## src/rtl/axis_byte_packer.sv

```systemverilog
// axis_byte_packer: AXI-Stream width up-converter.
// Packs N = C_M00_AXIS_TDATA_WIDTH / C_S00_AXIS_TDATA_WIDTH narrow beats into one
// wide word, first beat in the LSB lane. An input tlast closes the word early and
// is forwarded. Every output, including s00_axis_tready, is driven from a flop.
//
// Ports:
//   s00_axis_aclk    in   sole clock, rising edge
//   s00_axis_areset  in   synchronous active-high reset
//   s00_axis_tvalid  in   input beat valid
//   s00_axis_tdata   in   input beat [C_S00_AXIS_TDATA_WIDTH]
//   s00_axis_tlast   in   last beat of packet
//   s00_axis_tready  out  beat can be accepted (registered)
//   m00_axis_tready  in   downstream ready
//   m00_axis_tvalid  out  packed word valid (registered)
//   m00_axis_tdata   out  packed word [C_M00_AXIS_TDATA_WIDTH]
//   m00_axis_tstrb   out  byte-valid mask [C_M00_AXIS_TDATA_WIDTH/8]
//   m00_axis_tlast   out  word ends a packet
module axis_byte_packer #(
  parameter int unsigned C_S00_AXIS_TDATA_WIDTH = 8,
  parameter int unsigned C_M00_AXIS_TDATA_WIDTH = 32
) (
  input  logic                                s00_axis_aclk,
  input  logic                                s00_axis_areset,
  input  logic                                s00_axis_tvalid,
  input  logic [C_S00_AXIS_TDATA_WIDTH-1:0]   s00_axis_tdata,
  input  logic                                s00_axis_tlast,
  output logic                                s00_axis_tready,
  input  logic                                m00_axis_tready,
  output logic                                m00_axis_tvalid,
  output logic [C_M00_AXIS_TDATA_WIDTH-1:0]   m00_axis_tdata,
  output logic [C_M00_AXIS_TDATA_WIDTH/8-1:0] m00_axis_tstrb,
  output logic                                m00_axis_tlast
);

  localparam int unsigned S_W    = C_S00_AXIS_TDATA_WIDTH;
  localparam int unsigned M_W    = C_M00_AXIS_TDATA_WIDTH;
  localparam int unsigned N_LANE = M_W / S_W;
  localparam int unsigned LANE_B = S_W / 8;
  localparam int unsigned STRB_W = M_W / 8;
  localparam int unsigned IDX_W  = (N_LANE > 1) ? $clog2(N_LANE) : 1;

  typedef enum logic {
    FILLING = 1'b0,
    HELD    = 1'b1
  } state_t;

  state_t              state_q, state_d;
  logic [IDX_W-1:0]    idx_q, idx_d;
  logic [M_W-1:0]      acc_data_q, acc_data_d;
  logic [STRB_W-1:0]   acc_strb_q, acc_strb_d;
  logic                acc_last_q, acc_last_d;
  logic                s_tready_q, s_tready_d;
  logic                m_valid_q, m_valid_d;
  logic [M_W-1:0]      m_data_q, m_data_d;
  logic [STRB_W-1:0]   m_strb_q, m_strb_d;
  logic                m_last_q, m_last_d;

  logic                accept;
  logic                completing;
  logic                out_free;
  logic [M_W-1:0]      merged_data;
  logic [STRB_W-1:0]   merged_strb;

  assign accept     = s00_axis_tvalid && s_tready_q;
  assign completing = accept && ((idx_q == IDX_W'(N_LANE - 1)) || s00_axis_tlast);
  assign out_free   = !m_valid_q || m00_axis_tready;

  // Accumulator with the incoming beat dropped into lane idx; lanes above idx stay zero.
  always_comb begin
    merged_data = acc_data_q;
    merged_strb = acc_strb_q;
    for (int unsigned k = 0; k < N_LANE; k++) begin
      if (idx_q == IDX_W'(k)) begin
        merged_data[k*S_W +: S_W]       = s00_axis_tdata;
        merged_strb[k*LANE_B +: LANE_B] = '1;
      end
    end
  end

  // Next-state and datapath update.
  always_comb begin
    state_d    = state_q;
    idx_d      = idx_q;
    acc_data_d = acc_data_q;
    acc_strb_d = acc_strb_q;
    acc_last_d = acc_last_q;
    m_valid_d  = m_valid_q && !m00_axis_tready;
    m_data_d   = m_data_q;
    m_strb_d   = m_strb_q;
    m_last_d   = m_last_q;

    case (state_q)
      FILLING: begin
        if (accept) begin
          if (completing && out_free) begin
            // Bypass the accumulator so word boundaries cost no bubble.
            m_valid_d  = 1'b1;
            m_data_d   = merged_data;
            m_strb_d   = merged_strb;
            m_last_d   = s00_axis_tlast;
            acc_data_d = '0;
            acc_strb_d = '0;
            acc_last_d = 1'b0;
            idx_d      = '0;
          end else if (completing) begin
            acc_data_d = merged_data;
            acc_strb_d = merged_strb;
            acc_last_d = s00_axis_tlast;
            state_d    = HELD;
          end else begin
            acc_data_d = merged_data;
            acc_strb_d = merged_strb;
            idx_d      = idx_q + IDX_W'(1);
          end
        end
      end
      HELD: begin
        if (out_free) begin
          m_valid_d  = 1'b1;
          m_data_d   = acc_data_q;
          m_strb_d   = acc_strb_q;
          m_last_d   = acc_last_q;
          acc_data_d = '0;
          acc_strb_d = '0;
          acc_last_d = 1'b0;
          idx_d      = '0;
          state_d    = FILLING;
        end
      end
      default: state_d = FILLING;
    endcase

    // tready is a flop reflecting the upcoming state, never a path from m00_axis_tready.
    s_tready_d = (state_d == FILLING);
  end

  // State and datapath registers.
  always_ff @(posedge s00_axis_aclk) begin
    if (s00_axis_areset) begin
      state_q    <= FILLING;
      idx_q      <= '0;
      acc_data_q <= '0;
      acc_strb_q <= '0;
      acc_last_q <= 1'b0;
      s_tready_q <= 1'b1;
      m_valid_q  <= 1'b0;
      m_data_q   <= '0;
      m_strb_q   <= '0;
      m_last_q   <= 1'b0;
    end else begin
      state_q    <= state_d;
      idx_q      <= idx_d;
      acc_data_q <= acc_data_d;
      acc_strb_q <= acc_strb_d;
      acc_last_q <= acc_last_d;
      s_tready_q <= s_tready_d;
      m_valid_q  <= m_valid_d;
      m_data_q   <= m_data_d;
      m_strb_q   <= m_strb_d;
      m_last_q   <= m_last_d;
    end
  end

  assign s00_axis_tready = s_tready_q;
  assign m00_axis_tvalid = m_valid_q;
  assign m00_axis_tdata  = m_data_q;
  assign m00_axis_tstrb  = m_strb_q;
  assign m00_axis_tlast  = m_last_q;

endmodule
```

## config.mk

```make
export PLATFORM = sky130hd
export DESIGN_NAME = axis_byte_packer
export DESIGN_NICKNAME = d
export VERILOG_FILES = /design/src/rtl/axis_byte_packer.sv
export SDC_FILE = /design/constraint.sdc
export NUM_CORES = 1
export LEC_CHECK = 0
export ABC_AREA = 0
export CAP_MARGIN = 20
export CORE_UTILIZATION = 45
export CTS_BUF_LIST = sky130_fd_sc_hd__clkbuf_4 sky130_fd_sc_hd__clkbuf_8
export DETAILED_ROUTE_END_ITERATION = 6
export PLACE_DENSITY = 0.65
export SLEW_MARGIN = 20
export SYNTH_ARGS = -nofsm -noshare
export SYNTH_HDL_FRONTEND = slang
export SYNTH_SLANG_ARGS = --single-unit
export TNS_END_PERCENT = 30
```

## constraint.sdc

```tcl
create_clock -name s00_axis_aclk -period 2.72 [get_ports s00_axis_aclk]
set_input_delay 0.544 -clock s00_axis_aclk [delete_from_list [all_inputs] [get_ports s00_axis_aclk]]
set_output_delay 0.544 -clock s00_axis_aclk [all_outputs]
set_load 0.01 [all_outputs]
```

### After elaboration in Yosys (flattened, before gate mapping)

Index checks and enable logic that the tools add are counted.

* bitwise operators: 2
* reduce and logical (&&, ||, !) cells: 13
* add/sub/neg operators: 1
* equal/unequal tests: 8
* muxes and demuxes: 47

Operator list (count)
* $mux 32: 6
* $pmux 32 s2: 2
* $mux 8: 4
* $mux 4: 6
* $mux 1: 18
* $pmux 4 s2: 2
* $reduce_and 3->1: 3
* $mux 2: 4
* $pmux 1 s2: 4
* $ne 3x3->1 const B: 2
* $eq 2x2->1 const B: 2
* $logic_and 1x1->1: 4
* $ne 2x2->1 const B: 2
* $pmux 2 s2: 1
* $add 2x1->2 const B: 1
* $eq 2x1->1 const B: 1
* $logic_not 1->1: 2
* $logic_not 2->1: 1
* $logic_or 1x1->1: 2
* $ne 2x1->1 const B: 1
* $not 1->1: 2
* $reduce_and 2->1: 1

* bits in registers: 79
* logic and storage cells: 81
* bits of input ports: 13

### Depth between registers and ports, before layout

Gate-level depths: netlist of the first run.

* depth in word-level cells: 8
* gate-level depth with buffers: 7
* gate-level depth less buffers: 5

### Least setup slack after synthesis of the first run

OpenSTA, ideal clock, no wires.

* kind: reg-to-reg
* start: register idx_q[0]
* end: register m_data_q[16], in the netlist m00_axis_tdata[16]
* arrival time: 1.344 ns
* slack: 1.230 ns
* buffers on the path: 2
* required time: 2.574 ns
* library setup time: 0.146 ns
* stages on the path, launching flop included: 8
* path through: dfxtp_1 inv_1 ha_1 buf_2 nor2b_1 buf_4 mux2i_1 a211oi_2

* longest elaborated chain between the ends: 6
* elaborated cells on any way between the ends: 11
* those cells by class: eq/ne (3); mux (4); reduce/logical (4)

RTL lines
* start, declared: RTL line 48 `logic [IDX_W-1:0] idx_q, idx_d;`
* start signal, assigned: RTL line 152 `idx_q <= idx_d;`
* $eq 2x2->1: RTL line 65 `assign completing = accept && ((idx_q == IDX_W'(N_LANE - 1)) || s00_axis_tlast);`
* $logic_or 1x1->1: RTL line 65
* $logic_and 1x1->1: RTL line 65
* $logic_and 1x1->1: RTL line 95 `if (completing && out_free) begin`
* $ne 2x2->1 (no source line)
* $reduce_and 3->1 (no source line)
* end signal, assigned: RTL line 158 `m_data_q <= m_data_d;`
* end, declared: RTL line 54 `logic [M_W-1:0] m_data_q, m_data_d;`

Several ways; a longest one is shown, not always the timed one. The select of a mux whose other input is x is not followed.
A chain may end at the register's enable or synchronous reset.

### Worst setup path after layout of the first run

* start: register idx_q[0]
* end: register m_data_q[19], in the netlist m00_axis_tdata[19]

The elaborated chain is that of the path after synthesis.

==> impl_results.md, run 1 <==
- Crit-path slowest cell: ha_1
- Reg clk slew, reported paths: 80 ps
- Synthesized Nets: 417
- Status: finished clean
- Setup crit start kind: flip-flop
- Worst Path Max Fanout: 78
- LEAKAGE: 0.00160 uW
- Post-CTS sizing: 0
- Vias in the first global route: 2774
- Die X-Extent: 94.4 um
- Post-CTS Hold Buffers: 0
- Final setup vio count: 0
- Total Wirelength: 8500 um
- Period minus WS final: 2120 ps
- H-Tree Level Count: 3
- Setup TNS: 0 ps
- Final instance area: 0.00463 mm2
- Maximum number of pins on one net before global-route repair: 79
- Worst path max stage delay: 570 ps
- Synth top area cells: dfxtp_1 (41%), a211oi_2 (12%), mux2_2 (9.4%)
- TritonRoute pass-1 iters: 4
- Flop pwr share: 48.7%
- Initial antenna violation count: 0
- Power Dens Cells: 550 mW/mm2
- Count of warnings emitted by yosys: 0
- Synth unique cells: 29
- Most area-hungry cell type in the Yosys netlist: dfxtp_1
- CTS Root Cell: clkbuf_8
- RSZ-0062 raised after global routing: no
- Synthesis-stage register bit count: 79
- Logic pwr share: 16.2%
- Port Buffers: 51
- Relative slew slack: 49.9%
- Class of the worst hold path: flip-flop to flip-flop
- Fmax achieved: 471 MHz
- CTS tree: yes
- Max cap viols: 0
- Syn avg cell area: 9.60 um2
- Critical Path RT: 3000 ps
- Final WS setup: 596 ps
- Sw Ratio: 27.0%
- Mapped Area: 0.00384 mm2
- CP Capture Type: flip-flop
- Hpwl dp: 5410 um
- Ant diodes: 0
- Die H: 94.4 um
- Final ANT Viol Nets: 0
- Layout cells sized above 1: 23.6%
- Die Area: 0.00891 mm2
- Vias: 2974
- Setup WS pre-CTS: 500 ps
- # clock sinks: 79
- Critical-path cell list: ha_1, o211ai_2, a21oi_4, buf_12, nor2_1, a211oi_2
- Worst Setup Path Type: flip-flop to flip-flop
- CP arrival: 2410 ps
- GRT Util Overall: 20.1%
- Post-route DRC: 0
- Initial Util: 46.7%
- Peak supply drop: 0.233 mV
- Final Hold Fails: 0
- Overall Power: 2540 uW
- Int Pwr: 1860 uW
- Clk pwr share: 35.2%
- Final period utilization: 78.1%
- Routed length per placed instance: 15.4 um
- WHS: 471 ps
- # rows: 33
- Worst Tran Pin Value: 751 ps
- Total CTS buffers: 9
- Via/cell ratio: 5.41
- Dpl cell area: 0.00443 mm2
- Max clock buf depth: 2
- Nets@finish: 457
- Worst skew pair latency: 360 ps
- Postcts setup bufs: 0
- 1st-iter DRT viols: 140
- Sequential share of the synthesized area: 41.2%
- Area growth from synthesis to layout: 20.6%
- Gr ovfl total: 0
- GP Congestion: 0.746
- Synth top area share: 41.2%
- Max-slew violations: 0
- I/O pins: 52
- Clock Skews: 9.18 ps
- Post-synthesis cell count: 400
- Core Region: 0.00822 mm2
- First-pass GRT wire length: 13900 um
- Net switching power: 686 uW
[Yosys cell counts (all sizes together)]
library cell,instances
a211oi,37
a21oi,42
a22oi,1
and2,1
and3,1
buf,28
clkbuf,7
dfxtp,79
ha,4
inv,4
mux2,32
mux2i,35
nand2,33
nand2b,1
nand3,32
nand4,1
nor2,45
nor2b,6
nor3,5
o211a,1
o211ai,1
o21ai,1
o32ai,1
or3,2
[path summary, 6_finish.rpt]
check             slack (ps)            endpoint           from  depth (start not counted)
setup / recovery         600  m00_axis_tdata[19]       idx_q[0]                          6
setup reg to reg         600  m00_axis_tdata[19]       idx_q[0]                          6
hold / removal           470       acc_data_q[2]  acc_data_q[2]                          2
hold reg to reg          470       acc_data_q[2]  acc_data_q[2]                          2
[metal layers]
layer / vias to the layer above / track usage, % / wire length [um]
li1: 1494 / - / -
met1: 1417 / 26.4 / 4140
met2: 52 / 33.3 / 3980
met3: 11 / 3.62 / 262
met4: 0 / 6.54 / 119
met5: - / 0 / 0
[layout make-up]
cell class / instances / area, um2
Sequential cell: 79 / 1580
Clock inverter: 5 / 57.6
Tap cell: 105 / 131
Clock buffer: 11 / 145
Timing Repair Buffer: 64 / 628
Inverter: 4 / 15.0
Multi-Input combinational cell: 282 / 2070
Fill cell: 739 / 3590
[power by group through the flow]
stage	logic (uW)	registers, uW	clock network [uW]
after floorplan	240	1280	0
after CTS	415	1240	919
after global routing	445	1250	964
final	411	1240	895
after global placement	407	1260	0
after detailed placement	412	1270	0
[placed cells by master (no fill, tap or decap), types with 2 or more instances in the layout]
master            n
mux2i_1          33
nand3_1          32
nor3_1            5
dfxtp_1          79
mux2i_4           2
mux2_2           32
a21oi_1          40
nor2_1           45
ha_1              4
a211oi_2         37
inv_1             3
or3_1             2
buf_12            2
clkbuf_8         10
buf_4            11
nor2b_1           6
nand2_1          33
clkdlybuf4s50_1  50
clkinvlp_4        3
[sequential cells by signal, summed over array words and instances, names as in the netlist]
| register | cells |
|---|---|
| m00_axis_tlast | 1 |
| state_q | 1 |
| m00_axis_tstrb | 4 |
| m00_axis_tdata | 32 |
| m00_axis_tvalid | 1 |
| s00_axis_tready | 1 |
| acc_data_q | 32 |
| acc_last_q | 1 |
| acc_strb_q | 4 |
| idx_q | 2 |
[logic make-up (layout without fill, tap and decap cells)]
kind of cell             Yosys count  count (layout)  synth area share (%)
AO/OA/AOI/OAI                     84              84                  18.9
flip-flops                        79              79                  41.2
buffers and inverters             39              84                  5.08
adder cells (fa/ha/maj)            4               4                  1.30
AND/OR/NAND/NOR                  127             127                  14.4
multiplexers                      67              67                  19.2
[critical path, delay by kind of cell, from the launching register on]
kind | cells | cell delay (ps)
AOI/OAI and AO/OA | 3 | 590
adders and majority gates | 1 | 570
DFF | 1 | 400
buffers and inverters | 1 | 340
and+or+nand+nor | 1 | 100
[per-stage QoR]
| stage | utilization, % | cells |
|---|---|---|
| 4_1_cts | 56.3 | 550 |
| 5_1_grt | 56.3 | 550 |
| 3_3_place_gp | 53.9 | 534 |
| 6_report | 56.3 | 550 |
| 2_1_floorplan | - | 400 |
| 3_5_place_dp | 53.9 | 534 |
No activity file was read; power rests on OpenSTA's default activity.
==> inputs of run 2 (changes only) <==
- clock period: 2.72 -> 2.2 ns (I/O delays scaled with it)
==> run 2 against run 1 <==
  * Die area unchanged
  * Worst setup slack lost 330 ps
  * Core utilization grew 1.5 points
  * Register-to-register slack got worse by 220 ps
  * Power rose by 26%
  * Clock power increased by 30%
  * Global-route usage rose by 0.71 points
  * Sequential share of layout area fell by 0.86 points
  * Combinational power grew 29%
  * First-iteration DRC count increased by 7.9%
  * Critical path type is now input port to flip-flop
  * Critical endpoint is now acc_data_q[24]
==> impl_results.md, run 2 (synthesized netlist as in run 1, its figures left out) <==
- Status: finished clean
- Final period utilization: 87.8%
- Post-route DRC: 0 (unchanged)
- WHS: 470 ps (-1.02 ps)
- Hpwl dp: 5510 um (+1.8%)
- Worst Setup Path Type: input port to flip-flop
- Die H: 94.4 um (unchanged)
- Sw Ratio: 26.2% (-0.79 points)
- Flop pwr share: 47.6% (-1.1 points)
- Area growth from synthesis to layout: 23.7%
- 1st-iter DRT viols: 151 (+7.9%)
- Vias: 3016 (+1.4%)
- Worst skew pair latency: 350 ps (about the same)
- Max clock buf depth: 2 (unchanged)
- Worst Path Max Fanout: 36 (-54%)
- Period minus WS final: 1930 ps
- Vias in the first global route: 2849 (+2.7%)
- Critical Path RT: 2480 ps (-520 ps)
- GRT Util Overall: 20.8% (+0.71 points)
- Dpl cell area: 0.00454 mm2 (+2.5%)
- CP arrival: 2210 ps (-200 ps)
- CTS Root Cell: clkbuf_8
- Ant diodes: 0 (unchanged)
- Postcts setup bufs: 0 (unchanged)
- Most common cell after layout, fill and taps aside: dfxtp_1
- Die X-Extent: 94.4 um (unchanged)
- Maximum number of pins on one net before global-route repair: 41 (-48%)
- Die Area: 0.00891 mm2 (unchanged)
- Net switching power: 842 uW (+23%)
- Post-CTS sizing: 0 (unchanged)
- Int Pwr: 2370 uW (+28%)
- Clock Skews: 10.8 ps (+1.67 ps)
- CTS tree: yes
- Fmax achieved: 517 MHz
- Initial Util: 46.7% (unchanged)
- Peak supply drop: 0.334 mV (+44%)
- Total Wirelength: 8680 um (+2.1%)
- Logic pwr share: 16.4% (+0.2 points)
- # clock sinks: 79 (unchanged)
- Max-slew violations: 0 (unchanged)
- Final setup vio count: 0 (unchanged)
- Port Buffers: 51 (unchanged)
- H-Tree Level Count: 3 (unchanged)
- Total CTS buffers: 9 (unchanged)
- Final ANT Viol Nets: 0 (unchanged)
- Reg clk slew, reported paths: 80 ps (about the same)
- Clk pwr share: 36.0% (+0.8 points)
- Setup TNS: 0 ps (unchanged)
- Via/cell ratio: 5.41 (about the same)
- TritonRoute pass-1 iters: 4 (unchanged)
- Core Region: 0.00822 mm2 (unchanged)
- Nets@finish: 465 (+1.8%)
- Setup crit start kind: input port
- Power Dens Cells: 677 mW/mm2 (+23%)
- Worst Tran Pin Value: 1080 ps (+331 ps)
- Fillers: 734 (-0.68%)
- Final instance area: 0.00475 mm2 (+2.6%)
- Class of the worst hold path: flip-flop to flip-flop
- # rows: 33 (unchanged)
- I/O pins: 52 (unchanged)
- RSZ-0062 raised after global routing: no
- Commonest non-fill, non-tap cells in the layout: dfxtp_1 (79), clkdlybuf4s50_1 (50), nor2_1 (45)
- GP Congestion: 0.719 (-3.6%)
- CP Capture Type: flip-flop
- LEAKAGE: 0.00167 uW (+4.8%)
- Relative slew slack: 26.3% (-24 points)
- Gr ovfl total: 0 (unchanged)
- Worst path max stage delay: 820 ps (+250 ps)
- First-pass GRT wire length: 14300 um (+3.3%)
- Crit-path slowest cell: mux2i_4
- Fin util: 57.8% (+1.5 points)
- Initial antenna violation count: 0 (unchanged)
- Final Hold Fails: 0 (unchanged)
- Routed length per placed instance: 15.6 um (+0.67%)
- Max cap viols: 0 (unchanged)
- Layout cells sized above 1: 24.9% (+1.3 points)
- Post-CTS Hold Buffers: 0 (unchanged)
- Critical-path cell list: clkdlybuf4s50_1, nand2_1, mux2i_4, nand3_1, a21oi_1
[run 2: cell types whose count changed in the layout (fill, tap and decap cells not counted), sizes merged]
cell | previous run | this run
clkinv | 1 | 2
clkinvlp | 3 | 0
buf | 14 | 22
clkbuf | 11 | 13
[run 2: worst paths after layout]
| path | cells past startpoint | slack (ps) | endpoint | start |
|---|---|---|---|---|
| max | 5 | 270 | acc_data_q[24] | s00_axis_tvalid |
| min | 2 | 470 | acc_data_q[27] | acc_data_q[27] |
| max reg2reg | 4 | 380 | acc_data_q[24] | s00_axis_tready |
| min reg2reg | 2 | 470 | acc_data_q[27] | acc_data_q[27] |
[run 2: power by group through the flow]
| stage | clock network (uW) | registers (uW) | logic, uW |
|---|---|---|---|
| 2_1_floorplan | 0 | 1580 | 297 |
| 3_3_place_gp | 0 | 1560 | 523 |
| 3_5_place_dp | 0 | 1560 | 530 |
| 4_1_cts | 1180 | 1530 | 533 |
| 5_1_grt | 1240 | 1540 | 571 |
| 6_report | 1160 | 1530 | 529 |
[run 2: layout make-up]
type / instances / area, um2 / area share (%)
clock buffers: 13 / 173 / 3.64
multi-input cells: 282 / 2070 / 43.6
repair buffers: 72 / 738 / 15.5
inverters: 4 / 15.0 / 0.316
flip-flops and latches: 79 / 1580 / 33.3
well taps: 105 / 131 / 2.77
clock inverters: 3 / 40.0 / 0.843
[run 2: through the flow]
| step | instances | setup slack [ps] | total power (uW) |
|---|---|---|---|
| 6_report | 558 | 268 | 3220 |
| 5_1_grt | 558 | 120 | 3350 |
| 4_1_cts | 558 | 253 | 3240 |
| 3_5_place_dp | 542 | -89.7 | 2090 |
| 3_3_place_gp | 542 | -62.8 | 2090 |
| 2_1_floorplan | 400 | 710 | 1880 |
[run 2: critical path: cells and delay by family]
| family | cells | cell delay (ps) |
|---|---|---|
| and+or+nand+nor | 2 | 280 |
| AOI/OAI and AO/OA | 1 | 180 |
| muxes | 1 | 820 |
| buffers and inverters | 1 | 480 |
[run 2: routing by layer]
metal  track usage [%]  routed length (um)  vias up
li1                  -                   -     1514
met1              27.8                4100     1421
met2              33.8                4030       70
met3              3.06                 421       11
met4              8.33                 125        0
met5                 0                   0        -
==> inputs of run 3 (changes only) <==
- CAP_MARGIN: 20 -> 15
- MAX_ROUTING_LAYER: unset -> met4
==> run 3 against run 2 <==
  * Power barely moved
  * Non-clock buffer count did not move
  * Worst hold slack barely moved
  * Critical endpoint unchanged
  * Highest routed layer unchanged
==> impl_results.md, run 3 (synthesized netlist as in run 1, its figures left out) <==
- Status: finished clean
- GRT Util Overall: 21.5% (+0.65 points)
- Period minus WS final: 1940 ps (+2.77 ps)
- Max clock buf depth: 2 (unchanged)
- Fin util: 57.8% (unchanged)
- Clock Skews: 10.0 ps (-0.801 ps)
- Final Hold Fails: 0 (unchanged)
- RSZ-0062 raised after global routing: no
- I/O pins: 52 (unchanged)
- Worst skew pair latency: 350 ps (about the same)
- Worst Setup Path Type: input port to flip-flop
- Crit-path slowest cell: mux2i_4
- Max cap viols: 0 (unchanged)
- Final ANT Viol Nets: 0 (unchanged)
- Die H: 94.4 um (unchanged)
- Vias: 3014 (-0.066%)
- Critical Path RT: 2480 ps (about the same)
- # clock sinks: 79 (unchanged)
- GP Congestion: 0.727 (+1.2%)
- Most common cell after layout, fill and taps aside: dfxtp_1
- CTS Root Cell: clkbuf_8
- Setup crit start kind: input port
- Maximum number of pins on one net before global-route repair: 41 (unchanged)
- Via/cell ratio: 5.40 (about the same)
- Total CTS buffers: 9 (unchanged)
- Vias in the first global route: 2847 (-0.070%)
- Die X-Extent: 94.4 um (unchanged)
- Dpl cell area: 0.00454 mm2 (unchanged)
- # rows: 33 (unchanged)
- Die Area: 0.00891 mm2 (unchanged)
- Hpwl dp: 5510 um (unchanged)
- Setup WS pre-CTS: -89.7 ps (unchanged)
- Postcts setup bufs: 0 (unchanged)
- Reg clk slew, reported paths: 80 ps (about the same)
- CTS tree: yes
- Setup crit end: acc_data_q[24]
- Final WS setup: 265 ps (-2.77 ps)
- Class of the worst hold path: flip-flop to flip-flop
- Fmax achieved: 517 MHz (-0.14%)
- Ant diodes: 0 (unchanged)
- Port Buffers: 51 (unchanged)
- Layout cells sized above 1: 24.9% (unchanged)
- Max-slew violations: 0 (unchanged)
- Critical-path cell list: clkdlybuf4s50_1, nand2_1, mux2i_4, nand3_1, a21oi_1
- R2r worst-path depth: 4 (unchanged)
- Final instance area: 0.00475 mm2 (unchanged)
- 1st-iter DRT viols: 150 (-0.66%)
- RR Startpoint: s00_axis_tready
- Launch point of the worst path: s00_axis_tvalid
- Total Wirelength: 8620 um (-0.65%)
- Final period utilization: 88.0% (+0.13 points)
- Crit Reg-Reg Endpoint: acc_data_q[24]
- R2r setup slk: 380 ps (about the same)
- CP arrival: 2220 ps (about the same)
- Initial Util: 46.7% (unchanged)
- H-Tree Level Count: 3 (unchanged)
- Power Dens Cells: 677 mW/mm2 (about the same)
- First-pass GRT wire length: 14300 um (about the same)
- Routed length per placed instance: 15.4 um (-0.65%)
- LEAKAGE: 0.00167 uW (unchanged)
- Initial antenna violation count: 0 (unchanged)
- TritonRoute pass-1 iters: 4 (unchanged)
- Peak supply drop: 0.334 mV (about the same)
- Final setup vio count: 0 (unchanged)
- CP Capture Type: flip-flop
- Post-CTS Hold Buffers: 0 (unchanged)
- Nets@finish: 465 (unchanged)
- Core Region: 0.00822 mm2 (unchanged)
- Post-route DRC: 0 (unchanged)
- Gr ovfl total: 0 (unchanged)
- Worst path max stage delay: 820 ps (about the same)
- Hold Path Cell Cnt: 2 (unchanged)
- Post-CTS sizing: 0 (unchanged)
- Commonest non-fill, non-tap cells in the layout: dfxtp_1 (79), clkdlybuf4s50_1 (50), nor2_1 (45)
- Worst Path Max Fanout: 36 (unchanged)
- Area growth from synthesis to layout: 23.7% (unchanged)
- Worst Tran Pin Value: 1080 ps (-2.65 ps)
- Relative slew slack: 26.5% (+0.18 points)
- Setup TNS: 0 ps (unchanged)
-- run 3: worst min-delay path by stage --
stage | start | to
global route | acc_data_q[27] | acc_data_q[27]
global placement | acc_data_q[28] | acc_data_q[28]
CTS | acc_data_q[11] | acc_data_q[11]
detailed placement | acc_data_q[11] | acc_data_q[11]
finish | acc_data_q[27] | acc_data_q[27]
floorplan | acc_data_q[0] | acc_data_q[0]
-- run 3: layout make-up --
class	count	area (um2)
fill	734	3470
multi-input combinational	282	2070
sequential	79	1580
timing repair buffer	72	738
clock buffer	13	173
tap	105	131
clock inverter	3	40.0
inverter	4	15.0
-- run 3: worst max-delay path: cells and delay by family --
family                 cells  cell delay (ps)
buffers and inverters      1              480
AND/OR/NAND/NOR            2              280
AO/OA/AOI/OAI              1              180
multiplexers               1              820
-- run 3: per-layer routing --
metal / part of all wire [%] / wire [um] / track usage (%)
met1: 47 / 4070 / 27.8
met2: 47 / 4010 / 33.9
met3: 4.7 / 402 / 3.06
met4: 1.6 / 136 / 8.33
met5: 0 / 0 / -
-- run 3: where the power goes --
group	switching [uW]	total (uW)	internal, uW
clock	529	1160	627
combinational	275	528	253
sequential	36.2	1530	1490
total	840	3210	2370
-- run 3: per-stage QoR --
| step | total power [uW] | cells | hold slack [ps] |
|---|---|---|---|
| 6_report | 3210 | 558 | 470 |
| 5_1_grt | 3350 | 558 | 494 |
| 4_1_cts | 3240 | 558 | 471 |
| 3_5_place_dp | 2090 | 542 | 460 |
| 3_3_place_gp | 2090 | 542 | 452 |
| 2_1_floorplan | 1880 | 400 | 446 |
